==> config.mk <==
export PLATFORM = sky130hd
export DESIGN_NAME = decode_mux_queue_flat
export DESIGN_NICKNAME = d
export VERILOG_FILES = /design/src/rtl/decode_pkg.sv /design/src/rtl/decode_mux_queue_if.sv /design/src/rtl/decode_skid_fifo.sv /design/src/rtl/decode_mux_queue.sv /design/src/flat_wrapper.sv
export SDC_FILE = /design/constraint.sdc
export NUM_CORES = 1
export LEC_CHECK = 0
export CAP_MARGIN = 20
export CORE_AREA = 2 2 310 312
export CTS_CLUSTER_DIAMETER = 120
export DETAILED_ROUTE_END_ITERATION = 16
export DIE_AREA = 0 0 312 314
export PLACE_DENSITY = 0.52
export SYNTH_ARGS = -nofsm -noshare
export SYNTH_HDL_FRONTEND = slang
export SYNTH_SLANG_ARGS = --single-unit
==> constraint.sdc <==
create_clock -name clock_i -period 17.5 [get_ports clock_i]
set_clock_uncertainty 0.15 [all_clocks]
set_input_delay 5.25 -clock clock_i [delete_from_list [all_inputs] [get_ports clock_i]]
set_output_delay 5.25 -clock clock_i [all_outputs]
set_load 0.02 [all_outputs]
==> src/rtl/decode_pkg.sv <==
// Shared decode-path constants: format codes, immediate shift codes,
// micro-op field layout and functional-unit codes.
package decode_pkg;

   typedef enum logic [4:0] {
      FMT_INVALID = 5'd0,
      FMT_A       = 5'd1,
      FMT_B       = 5'd2,
      FMT_C       = 5'd3,
      FMT_D       = 5'd4,
      FMT_E       = 5'd5,
      FMT_F       = 5'd6
   } fmt_e;

   // DS and DQ forms scale the displacement; HI16 places it in the upper half-word
   typedef enum logic [1:0] {
      SH_NONE = 2'd0,
      SH_DS   = 2'd1,
      SH_DQ   = 2'd2,
      SH_HI16 = 2'd3
   } shift_e;

   localparam int UOP_RA_OFS    = 0;
   localparam int UOP_RA_W      = 5;
   localparam int UOP_RB_OFS    = 5;
   localparam int UOP_RB_W      = 5;
   localparam int UOP_RT_OFS    = 10;
   localparam int UOP_RT_W      = 5;
   localparam int UOP_USES_OFS  = 15;
   localparam int UOP_USES_W    = 8;
   localparam int UOP_EN_OFS    = 23;
   localparam int UOP_EN_W      = 16;
   localparam int UOP_XOPC_OFS  = 39;
   localparam int UOP_XOPC_W    = 21;
   localparam int UOP_FU_OFS    = 60;
   localparam int UOP_FU_W      = 4;

   typedef enum logic [3:0] {
      FU_NONE   = 4'd0,
      FU_ALU    = 4'd1,
      FU_LDST   = 4'd2,
      FU_BRANCH = 4'd3,
      FU_MUL    = 4'd4,
      FU_DIV    = 4'd5,
      FU_SPR    = 4'd6
   } fu_e;

endpackage

==> src/rtl/decode_mux_queue_if.sv <==
// Bundle between the format decoders, the decode queue and the issue stage.
interface decode_mux_queue_if #(
   parameter int NUM_CH    = 6,
   parameter int UOP_W     = 64,
   parameter int IMM_IN_W  = 16,
   parameter int IMM_OUT_W = 64,
   parameter int ADDR_W    = 64,
   parameter int OPC_W     = 6,
   parameter int FMT_W     = 5,
   parameter int ERR_CNT_W = 8
);
   logic [ADDR_W-1:0]          instructionAddress_i;
   logic [OPC_W-1:0]           opcode_i;
   logic [NUM_CH-1:0]          chanValid_i;
   logic [NUM_CH*UOP_W-1:0]    chanUop_i;
   logic [NUM_CH*IMM_IN_W-1:0] chanImm_i;
   logic [NUM_CH-1:0]          chanImmSigned_i;
   logic [NUM_CH*2-1:0]        chanImmShift_i;
   logic                       ready_o;
   logic                       valid_o;
   logic                       ready_i;
   logic [UOP_W-1:0]           uop_o;
   logic [IMM_OUT_W-1:0]       imm_o;
   logic [FMT_W-1:0]           format_o;
   logic [ADDR_W-1:0]          instructionAddress_o;
   logic [OPC_W-1:0]           opcode_o;
   logic                       multiHot_o;
   logic [ERR_CNT_W-1:0]       multiHotCount_o;

   modport slave (
      input  instructionAddress_i, opcode_i, chanValid_i, chanUop_i, chanImm_i,
             chanImmSigned_i, chanImmShift_i, ready_i,
      output ready_o, valid_o, uop_o, imm_o, format_o, instructionAddress_o,
             opcode_o, multiHot_o, multiHotCount_o
   );

   modport master (
      output instructionAddress_i, opcode_i, chanValid_i, chanUop_i, chanImm_i,
             chanImmSigned_i, chanImmShift_i, ready_i,
      input  ready_o, valid_o, uop_o, imm_o, format_o, instructionAddress_o,
             opcode_o, multiHot_o, multiHotCount_o
   );
endinterface

==> src/rtl/decode_skid_fifo.sv <==
// Generic circular-buffer queue with ready/valid; head data comes straight
// from the storage registers, so there is no input-to-output bypass.
module decode_skid_fifo #(
   parameter int DEPTH = 2,
   parameter int WIDTH = 8
) (
   input  logic             clock_i,
   input  logic             reset_i,
   input  logic             flush_i,
   input  logic             push_i,
   input  logic [WIDTH-1:0] data_i,
   input  logic             pop_i,
   output logic             ready_o,
   output logic             valid_o,
   output logic [WIDTH-1:0] data_o
);
   localparam int PTR_W = (DEPTH > 1) ? $clog2(DEPTH) : 1;
   localparam int CNT_W = $clog2(DEPTH + 1);

   logic [WIDTH-1:0] r_mem [DEPTH];
   logic [PTR_W-1:0] r_head;
   logic [PTR_W-1:0] r_tail;
   logic [CNT_W-1:0] r_count;
   logic             w_push;
   logic             w_pop;

   assign ready_o = (r_count != CNT_W'(DEPTH));
   assign valid_o = (r_count != '0);
   assign w_push  = push_i & ready_o;
   assign w_pop   = pop_i & valid_o;
   assign data_o  = r_mem[r_head];

   always_ff @(posedge clock_i) begin
      if (reset_i) begin
         for (int i = 0; i < DEPTH; i++) r_mem[i] <= '0;
         r_head  <= '0;
         r_tail  <= '0;
         r_count <= '0;
      end else if (flush_i) begin
         r_head  <= '0;
         r_tail  <= '0;
         r_count <= '0;
      end else begin
         if (w_push) begin
            r_mem[r_tail] <= data_i;
            r_tail        <= r_tail + PTR_W'(1);
         end
         if (w_pop) r_head <= r_head + PTR_W'(1);
         r_count <= r_count + CNT_W'(w_push) - CNT_W'(w_pop);
      end
   end
endmodule

==> src/rtl/decode_mux_queue.sv <==
// Second decode stage: picks the active format-decoder channel, normalises its
// immediate and queues the result toward issue with ready/valid back-pressure.
module decode_mux_queue
   import decode_pkg::*;
#(
   parameter int NUM_CH    = 6,
   parameter int UOP_W     = 64,
   parameter int IMM_IN_W  = 16,
   parameter int IMM_OUT_W = 64,
   parameter int ADDR_W    = 64,
   parameter int OPC_W     = 6,
   parameter int FMT_W     = 5,
   parameter int DEPTH     = 2,
   parameter int ERR_CNT_W = 8
) (
   input  logic               clock_i,
   input  logic               reset_i,
   input  logic               flush_i,
   decode_mux_queue_if.slave  bus
);
   localparam int ENT_W = UOP_W + IMM_OUT_W + FMT_W + ADDR_W + OPC_W;

   logic [UOP_W-1:0]     w_uop;
   logic [IMM_IN_W-1:0]  w_immRaw;
   logic                 w_immSigned;
   logic [1:0]           w_immShift;
   logic [IMM_OUT_W-1:0] w_imm;
   logic [FMT_W-1:0]     w_fmt;
   logic                 w_any;
   logic                 w_multi;
   logic                 w_ready;
   logic                 w_valid;
   logic                 w_push;
   logic [ENT_W-1:0]     w_head;
   logic                 r_multiHot;
   logic [ERR_CNT_W-1:0] r_multiHotCount;

   function automatic logic [IMM_OUT_W-1:0] normalise_imm(
      input logic [IMM_IN_W-1:0] raw,
      input logic                sgn,
      input shift_e              sh
   );
      logic [IMM_OUT_W-1:0] ext;
      ext = sgn ? {{(IMM_OUT_W-IMM_IN_W){raw[IMM_IN_W-1]}}, raw}
                : {{(IMM_OUT_W-IMM_IN_W){1'b0}}, raw};
      case (sh)
         SH_NONE: normalise_imm = ext;
         SH_DS:   normalise_imm = ext << 2;
         SH_DQ:   normalise_imm = ext << 4;
         SH_HI16: normalise_imm = ext << 16;
      endcase
   endfunction

   function automatic logic [ERR_CNT_W-1:0] sat_inc(input logic [ERR_CNT_W-1:0] v);
      sat_inc = (&v) ? v : v + ERR_CNT_W'(1);
   endfunction

   // Channel k sits at the MSB end of every bus; walking from the highest
   // channel down lets the lowest valid index win the priority.
   always_comb begin
      w_uop       = '0;
      w_immRaw    = '0;
      w_immSigned = 1'b0;
      w_immShift  = 2'd0;
      w_fmt       = FMT_W'(FMT_INVALID);
      w_any       = 1'b0;
      for (int k = NUM_CH - 1; k >= 0; k--) begin
         if (bus.chanValid_i[NUM_CH-1-k]) begin
            w_uop       = bus.chanUop_i[(NUM_CH-1-k)*UOP_W +: UOP_W];
            w_immRaw    = bus.chanImm_i[(NUM_CH-1-k)*IMM_IN_W +: IMM_IN_W];
            w_immSigned = bus.chanImmSigned_i[NUM_CH-1-k];
            w_immShift  = bus.chanImmShift_i[(NUM_CH-1-k)*2 +: 2];
            w_fmt       = FMT_W'(k + 1);
            w_any       = 1'b1;
         end
      end
   end

   assign w_multi = ($countones(bus.chanValid_i) > 1);
   assign w_imm   = normalise_imm(w_immRaw, w_immSigned, shift_e'(w_immShift));
   assign w_push  = w_any & w_ready & ~flush_i;

   decode_skid_fifo #(
      .DEPTH (DEPTH),
      .WIDTH (ENT_W)
   ) u_fifo (
      .clock_i (clock_i),
      .reset_i (reset_i),
      .flush_i (flush_i),
      .push_i  (w_push),
      .data_i  ({w_uop, w_imm, w_fmt, bus.instructionAddress_i, bus.opcode_i}),
      .pop_i   (bus.ready_i),
      .ready_o (w_ready),
      .valid_o (w_valid),
      .data_o  (w_head)
   );

   // Error reporting only counts inputs that were actually accepted.
   always_ff @(posedge clock_i) begin
      if (reset_i) begin
         r_multiHot      <= 1'b0;
         r_multiHotCount <= '0;
      end else begin
         r_multiHot <= w_push & w_multi;
         if (w_push & w_multi) r_multiHotCount <= sat_inc(r_multiHotCount);
      end
   end

   assign bus.ready_o         = w_ready;
   assign bus.valid_o         = w_valid;
   assign {bus.uop_o, bus.imm_o, bus.format_o, bus.instructionAddress_o, bus.opcode_o} = w_head;
   assign bus.multiHot_o      = r_multiHot;
   assign bus.multiHotCount_o = r_multiHotCount;
endmodule

==> src/flat_wrapper.sv <==
// flat-port wrapper written by rule: the top's interface ports become plain ports
module decode_mux_queue_flat import decode_pkg::*;
#(
   parameter int NUM_CH    = 6,
   parameter int UOP_W     = 64,
   parameter int IMM_IN_W  = 16,
   parameter int IMM_OUT_W = 64,
   parameter int ADDR_W    = 64,
   parameter int OPC_W     = 6,
   parameter int FMT_W     = 5,
   parameter int DEPTH     = 2,
   parameter int ERR_CNT_W = 8
)
  (clock_i, reset_i, flush_i, bus_instructionAddress_i, bus_opcode_i, bus_chanValid_i, bus_chanUop_i, bus_chanImm_i, bus_chanImmSigned_i, bus_chanImmShift_i, bus_ready_i, bus_ready_o, bus_valid_o, bus_uop_o, bus_imm_o, bus_format_o, bus_instructionAddress_o, bus_opcode_o, bus_multiHot_o, bus_multiHotCount_o);
  decode_mux_queue_if #(.NUM_CH(NUM_CH), .UOP_W(UOP_W), .IMM_IN_W(IMM_IN_W), .IMM_OUT_W(IMM_OUT_W), .ADDR_W(ADDR_W), .OPC_W(OPC_W), .FMT_W(FMT_W), .ERR_CNT_W(ERR_CNT_W)) bus_i ();
  input  logic clock_i;
  input  logic reset_i;
  input  logic flush_i;
  input wire logic [$bits(bus_i.instructionAddress_i)-1:0] bus_instructionAddress_i;
  input wire logic [$bits(bus_i.opcode_i)-1:0] bus_opcode_i;
  input wire logic [$bits(bus_i.chanValid_i)-1:0] bus_chanValid_i;
  input wire logic [$bits(bus_i.chanUop_i)-1:0] bus_chanUop_i;
  input wire logic [$bits(bus_i.chanImm_i)-1:0] bus_chanImm_i;
  input wire logic [$bits(bus_i.chanImmSigned_i)-1:0] bus_chanImmSigned_i;
  input wire logic [$bits(bus_i.chanImmShift_i)-1:0] bus_chanImmShift_i;
  input wire logic [$bits(bus_i.ready_i)-1:0] bus_ready_i;
  output wire logic [$bits(bus_i.ready_o)-1:0] bus_ready_o;
  output wire logic [$bits(bus_i.valid_o)-1:0] bus_valid_o;
  output wire logic [$bits(bus_i.uop_o)-1:0] bus_uop_o;
  output wire logic [$bits(bus_i.imm_o)-1:0] bus_imm_o;
  output wire logic [$bits(bus_i.format_o)-1:0] bus_format_o;
  output wire logic [$bits(bus_i.instructionAddress_o)-1:0] bus_instructionAddress_o;
  output wire logic [$bits(bus_i.opcode_o)-1:0] bus_opcode_o;
  output wire logic [$bits(bus_i.multiHot_o)-1:0] bus_multiHot_o;
  output wire logic [$bits(bus_i.multiHotCount_o)-1:0] bus_multiHotCount_o;
  assign bus_i.instructionAddress_i = bus_instructionAddress_i;
  assign bus_i.opcode_i = bus_opcode_i;
  assign bus_i.chanValid_i = bus_chanValid_i;
  assign bus_i.chanUop_i = bus_chanUop_i;
  assign bus_i.chanImm_i = bus_chanImm_i;
  assign bus_i.chanImmSigned_i = bus_chanImmSigned_i;
  assign bus_i.chanImmShift_i = bus_chanImmShift_i;
  assign bus_i.ready_i = bus_ready_i;
  assign bus_ready_o = bus_i.ready_o;
  assign bus_valid_o = bus_i.valid_o;
  assign bus_uop_o = bus_i.uop_o;
  assign bus_imm_o = bus_i.imm_o;
  assign bus_format_o = bus_i.format_o;
  assign bus_instructionAddress_o = bus_i.instructionAddress_o;
  assign bus_opcode_o = bus_i.opcode_o;
  assign bus_multiHot_o = bus_i.multiHot_o;
  assign bus_multiHotCount_o = bus_i.multiHotCount_o;
  decode_mux_queue #(.NUM_CH(NUM_CH), .UOP_W(UOP_W), .IMM_IN_W(IMM_IN_W), .IMM_OUT_W(IMM_OUT_W), .ADDR_W(ADDR_W), .OPC_W(OPC_W), .FMT_W(FMT_W), .DEPTH(DEPTH), .ERR_CNT_W(ERR_CNT_W)) u_core (.clock_i(clock_i), .reset_i(reset_i), .flush_i(flush_i), .bus(bus_i));
endmodule
-- Word-level counts from Yosys, hierarchy flattened
Memories as Yosys holds them, arrays and structs flattened. A register that Yosys moved wholly into a read port is not among the register bits.
Cells that the tools add are included.
- register bits: 13
- memory bits (writable): 402
- output and inout bits: 214
- logic and storage cells: 83
- memories: 1
- add/sub/neg operators: 10
- magnitude comparators: 1
- equality and inequality tests: 4
- multiplexer cells: 49
- bitwise operators: 7
- reduce and logical (&&, ||, !) cells: 6
- memory list (name ; words ; width ; read ports ; clocked after Yosys merged registers in ; wr ports ; RTL line ; RTL):
    u_core.u_fifo.r_mem ; 2 ; 201 ; 1 ; 1 ; 2 ; decode_skid_fifo.sv:20 ; logic [WIDTH-1:0] r_mem [DEPTH];
- operators by type and width (kind ; count):
    $mux W64 ; 7
    $pmux W64 S4 ; 1
    $mux W201 ; 1
    $reduce_or A201 Y1 ; 1
    $mux W16 ; 6
    $add A32 B32 Y32 ; 2
    $gt A32 B2 Y1 const B ; 1
    $mux W1 ; 22
    $mux W3 ; 6
    $mux W2 ; 6
    $add A8 B1 Y8 const B ; 1
    $reduce_and A8 Y1 ; 1
    $add A1 B1 Y2 ; 3
    $and A1 B1 Y1 ; 5
    $eq A2 B2 Y1 const B ; 2
    $add A1 B1 Y1 const B ; 2
    $add A2 B1 Y2 ; 1
    $eq A2 B1 Y1 const B ; 1
    $logic_not A2 Y1 ; 1
    $ne A2 B2 Y1 const B ; 1
    $not A1 Y1 ; 2
    $reduce_and A2 Y1 ; 1
    $reduce_bool A2 Y1 ; 1
    $reduce_or A2 Y1 ; 1
    $sub A2 B1 Y2 ; 1

-- Longest topological paths before layout
- depth after elaboration: 15
- mapped depth: 12
- depth with buffers taken out: 12

-- Modules after synthesis
From an unflattened synthesis, not the netlist that was laid out.
- cell total of the unflattened synthesis: 1786
- area total of the unflattened synthesis: 22108.7 µm²
- by module, submodules not included (module ; times used ; cells each ; area each (µm²)):
    decode_skid_fifo ; 1 ; 1113 ; 17847.1
    decode_mux_queue ; 1 ; 673 ; 4261.6

-- Least setup slack after synthesis
Ideal clock, no wire load.
- path type: input -> register
- start point: input bus_chanValid_i[0]
- end point: memory u_core.u_fifo.r_mem[0][0] (netlist name), enable pin
- library setup time: 0.735 ns
- arrival time: 13.872 ns
- data required time: 16.615 ns
- setup slack: 2.743 ns
- cell stages on the path: 6
- buffers on the path: 1
- cell sequence: inv_1 > ha_1 > nor2b_1 > a221o_1 > buf_4 > o21bai_1
- RTL lines (item ; RTL line ; RTL):
    from (decl) ; flat_wrapper.sv:21 ; input wire logic [$bits(bus_i.chanValid_i)-1:0] bus_chanValid_i;
    to (decl) ; decode_skid_fifo.sv:20 ;

==> results.yml <==
run_status:
  status: "finished clean"
worst_setup_path:
  worstPathRequired_ns: 17.51
  r2r_cells: 8
  crit_path_end_kind: "flop"
  worstSetupPathType: "input pin to flop"
  worstPathMaxFanout: 72
  critPathArrivalTime_ns: 9.52
  cp-start-kind: "input pin"
global_route:
  first_global_vias: 16807
  antenna_found_initial: 31
  gr-total-overflow: 0
  track_usage_pct: 19.0
  grt_pass1_wl_mm: 132
  grt_max_degree: 87
synthesis:
  yosysTopAreaCellShare_pct: 53.3
  syn-instance-count: 1632
  synth_seq_cells: 354
  synth_most_common_cell: "edfxtp_1"
  seq_area_frac_synth_pct: 54.8
  yosysTopAreaCell: "edfxtp_1"
  synthFlopType: "edfxtp_1"
  yosysWarnings: 0
  async_flop_share_pct: 0
  netlist-cell-type-count: 51
  syn-mean-instance-area_sq_um: 11.7
  synthesis.area_sq_mm: 0.0192
  yosys-top-cells-area: "edfxtp_1, mux2_2, and2_1"
  synthTopCellsByCount: "edfxtp_1, and2_1, mux2_2"
  synth_edf_count: 340
floorplan:
  die-area_sq_mm: 0.0980
  core_area_sq_mm: 0.0944
  num_rows: 113
  start_util_pct: 20.3
  io_pins: 792
  chipWidth_microns: 312
  die_h_microns: 314
cts:
  cts_setup_buffers: 0
  cts_resized: 0
  max-clock-path-buffers: 3
  cts.clk_slew.worst_paths_ns: 0.06
  cts_buffers: 40
  cts.sinks: 354
  cts_tree: "done"
  ctsHoldBuffers: 0
  root_buffer: "clkbuf_16"
  h-tree-depth: 2
  clk_latency_ns: 0.56
place:
  dpl.hpwl_mm: 75.0
  gp_congestion: 0.989
  port_buffers: 789
detailed_routing:
  vias_per_cell: 4.61
  detail-route-antenna-nets: 0
  drt_iter0_drc: 1377
  wl_mm: 97.7
  vias: 16721
  drcViolationCount: 0
  wl_per_cell_microns: 26.9
  firstDrtPassIters: 5
power_and_ir_drop:
  p_per_area_mw_per_mm2: 81.3
  p_leak_uw: 0.0108
  pwr-share-seq_pct: 42.1
  p_clk_share_pct: 33.7
  peakVddDrop_uv: 65.4
  combPwrFrac_pct: 24.2
  p_int_uw: 1720
  switching_share_pct: 27.8
  p_sw_uw: 664
timing:
  slew_violations: 0
  relSlewSlack_pct: 32.0
  finalSetupViolCount: 0
  fmax_mhz: 105
  timing.setup.tns_ns: 0
  holdWs_ns: 0.401
  tightest_slew_ns: 1.02
  finalCritPeriodShare_pct: 54.4
  hold_viol_final: 0
  rsz0062_at_grt: "no"
  post-route-min-period_ns: 9.52
layout:
  drive_above_1_share_pct: 11.9
  layout.nets: 2907
  syn2layout_area_growth_pct: 53.5
job:
  max_cap_viol_count: 0
worst_hold_path:
  hp-class: "flop to flop"
  whs_path_depth: 2
per-stage QoR:
stage / instances / instance area [sq um] / worst slack (ns) / total power (uW) / util (%)
after floorplan: 1633 / 19200 / 2.74 / 1280 / -
after global placement: 3536 / 28000 / 6.92 / 1600 / 29.7
after detailed placement: 3538 / 28100 / 7.21 / 1600 / 29.7
after CTS: 3612 / 29300 / 7.78 / 2420 / 31.0
after global routing: 3619 / 29400 / 7.69 / 2480 / 31.1
final: 3631 / 29400 / 7.98 / 2390 / 31.1
worst max-delay path: stages:
cell,delay [ns]
clkdlybuf4s50_1,0.47
buf_4,0.23
inv_1,0.09
ha_1,0.18
nor2b_1,0.16
a221o_1,0.54
nor2_4,0.14
buf_4,0.65
nand2_1,0.11
buf_4,0.32
nand2b_4,0.40
buf_4,0.83
state kept, by name (all words and copies together), names as in the netlist, named ones only:
name and cells:
u_core.u_fifo.r_mem 340, u_core.bus.multiHot_o 1, u_core.bus.multiHotCount_o 8, u_core.u_fifo.r_head 1, u_core.u_fifo.r_count 2, u_core.u_fifo.r_tail 1
power by group through the flow:
stage	clock network (uW)	logic [uW]	registers, uW
5_1_grt	858	609	1010
3_5_place_dp	0	579	1020
2_1_floorplan	0	249	1030
6_report	806	577	1010
3_3_place_gp	0	576	1020
4_1_cts	826	582	1010
worst paths after layout:
kind | end | slack (ns) | start
worst min register to register | flop | 0.40 | u_core.u_fifo.r_head
worst min-delay path | flop | 0.40 | u_core.u_fifo.r_head
worst max-delay path | u_core.u_fifo.r_mem[1][166] | 7.98 | bus_chanValid_i[1]
worst max register to register | u_core.u_fifo.r_mem[1][166] | 13.38 | u_core.u_fifo.r_count[0]
cells by family (layout without fill, tap and decap cells):
logic type	count (synthesis)	after routing	synth area share (%)
flip-flops	354	354	54.8
other	1	19	0.0196
AO/OA/AOI/OAI	371	371	14.2
multiplexers	181	181	10.6
adder cells (fa/ha/maj)	12	12	0.862
AND/OR/NAND/NOR	508	508	14.2
buffers and inverters	194	910	4.89
XOR/XNOR	11	11	0.503
cell type report:
cell class | instances | area [sq um]
Sequential cell | 354 | 10500
Clock buffer | 53 | 1090
Inverter | 12 | 46.3
Clock inverter | 21 | 145
Tap cell | 1265 | 1580
Fill cell | 9709 | 65000
Antenna cell | 17 | 42.5
Multi-Input combinational cell | 1085 | 7770
Timing Repair Buffer | 824 | 8220
per-layer routing:
layer / track usage (%) / share of wire [%]
met1: 25.7 / 42
met2: 30.3 / 46
met3: 4.69 / 9.1
met4: 4.80 / 2.3
met5: 0 / 0.11
layout by cell type, fill, tap and decap left out, types with 17 or more instances in the layout:
master,netlist,final
buf_4,37,32
clkbuf_16,0,42
a21oi_1,77,77
diode_2,0,17
o22ai_1,64,64
and2_1,200,199
clkdlybuf4s50_1,0,787
o21ai_0,17,17
a221o_1,64,64
nor3_1,20,20
mux2_2,170,170
and3_1,74,74
nor2_1,88,88
o31ai_1,65,65
edfxtp_1,340,340
nand2_1,99,99
(Power assumes the default switching activity.)
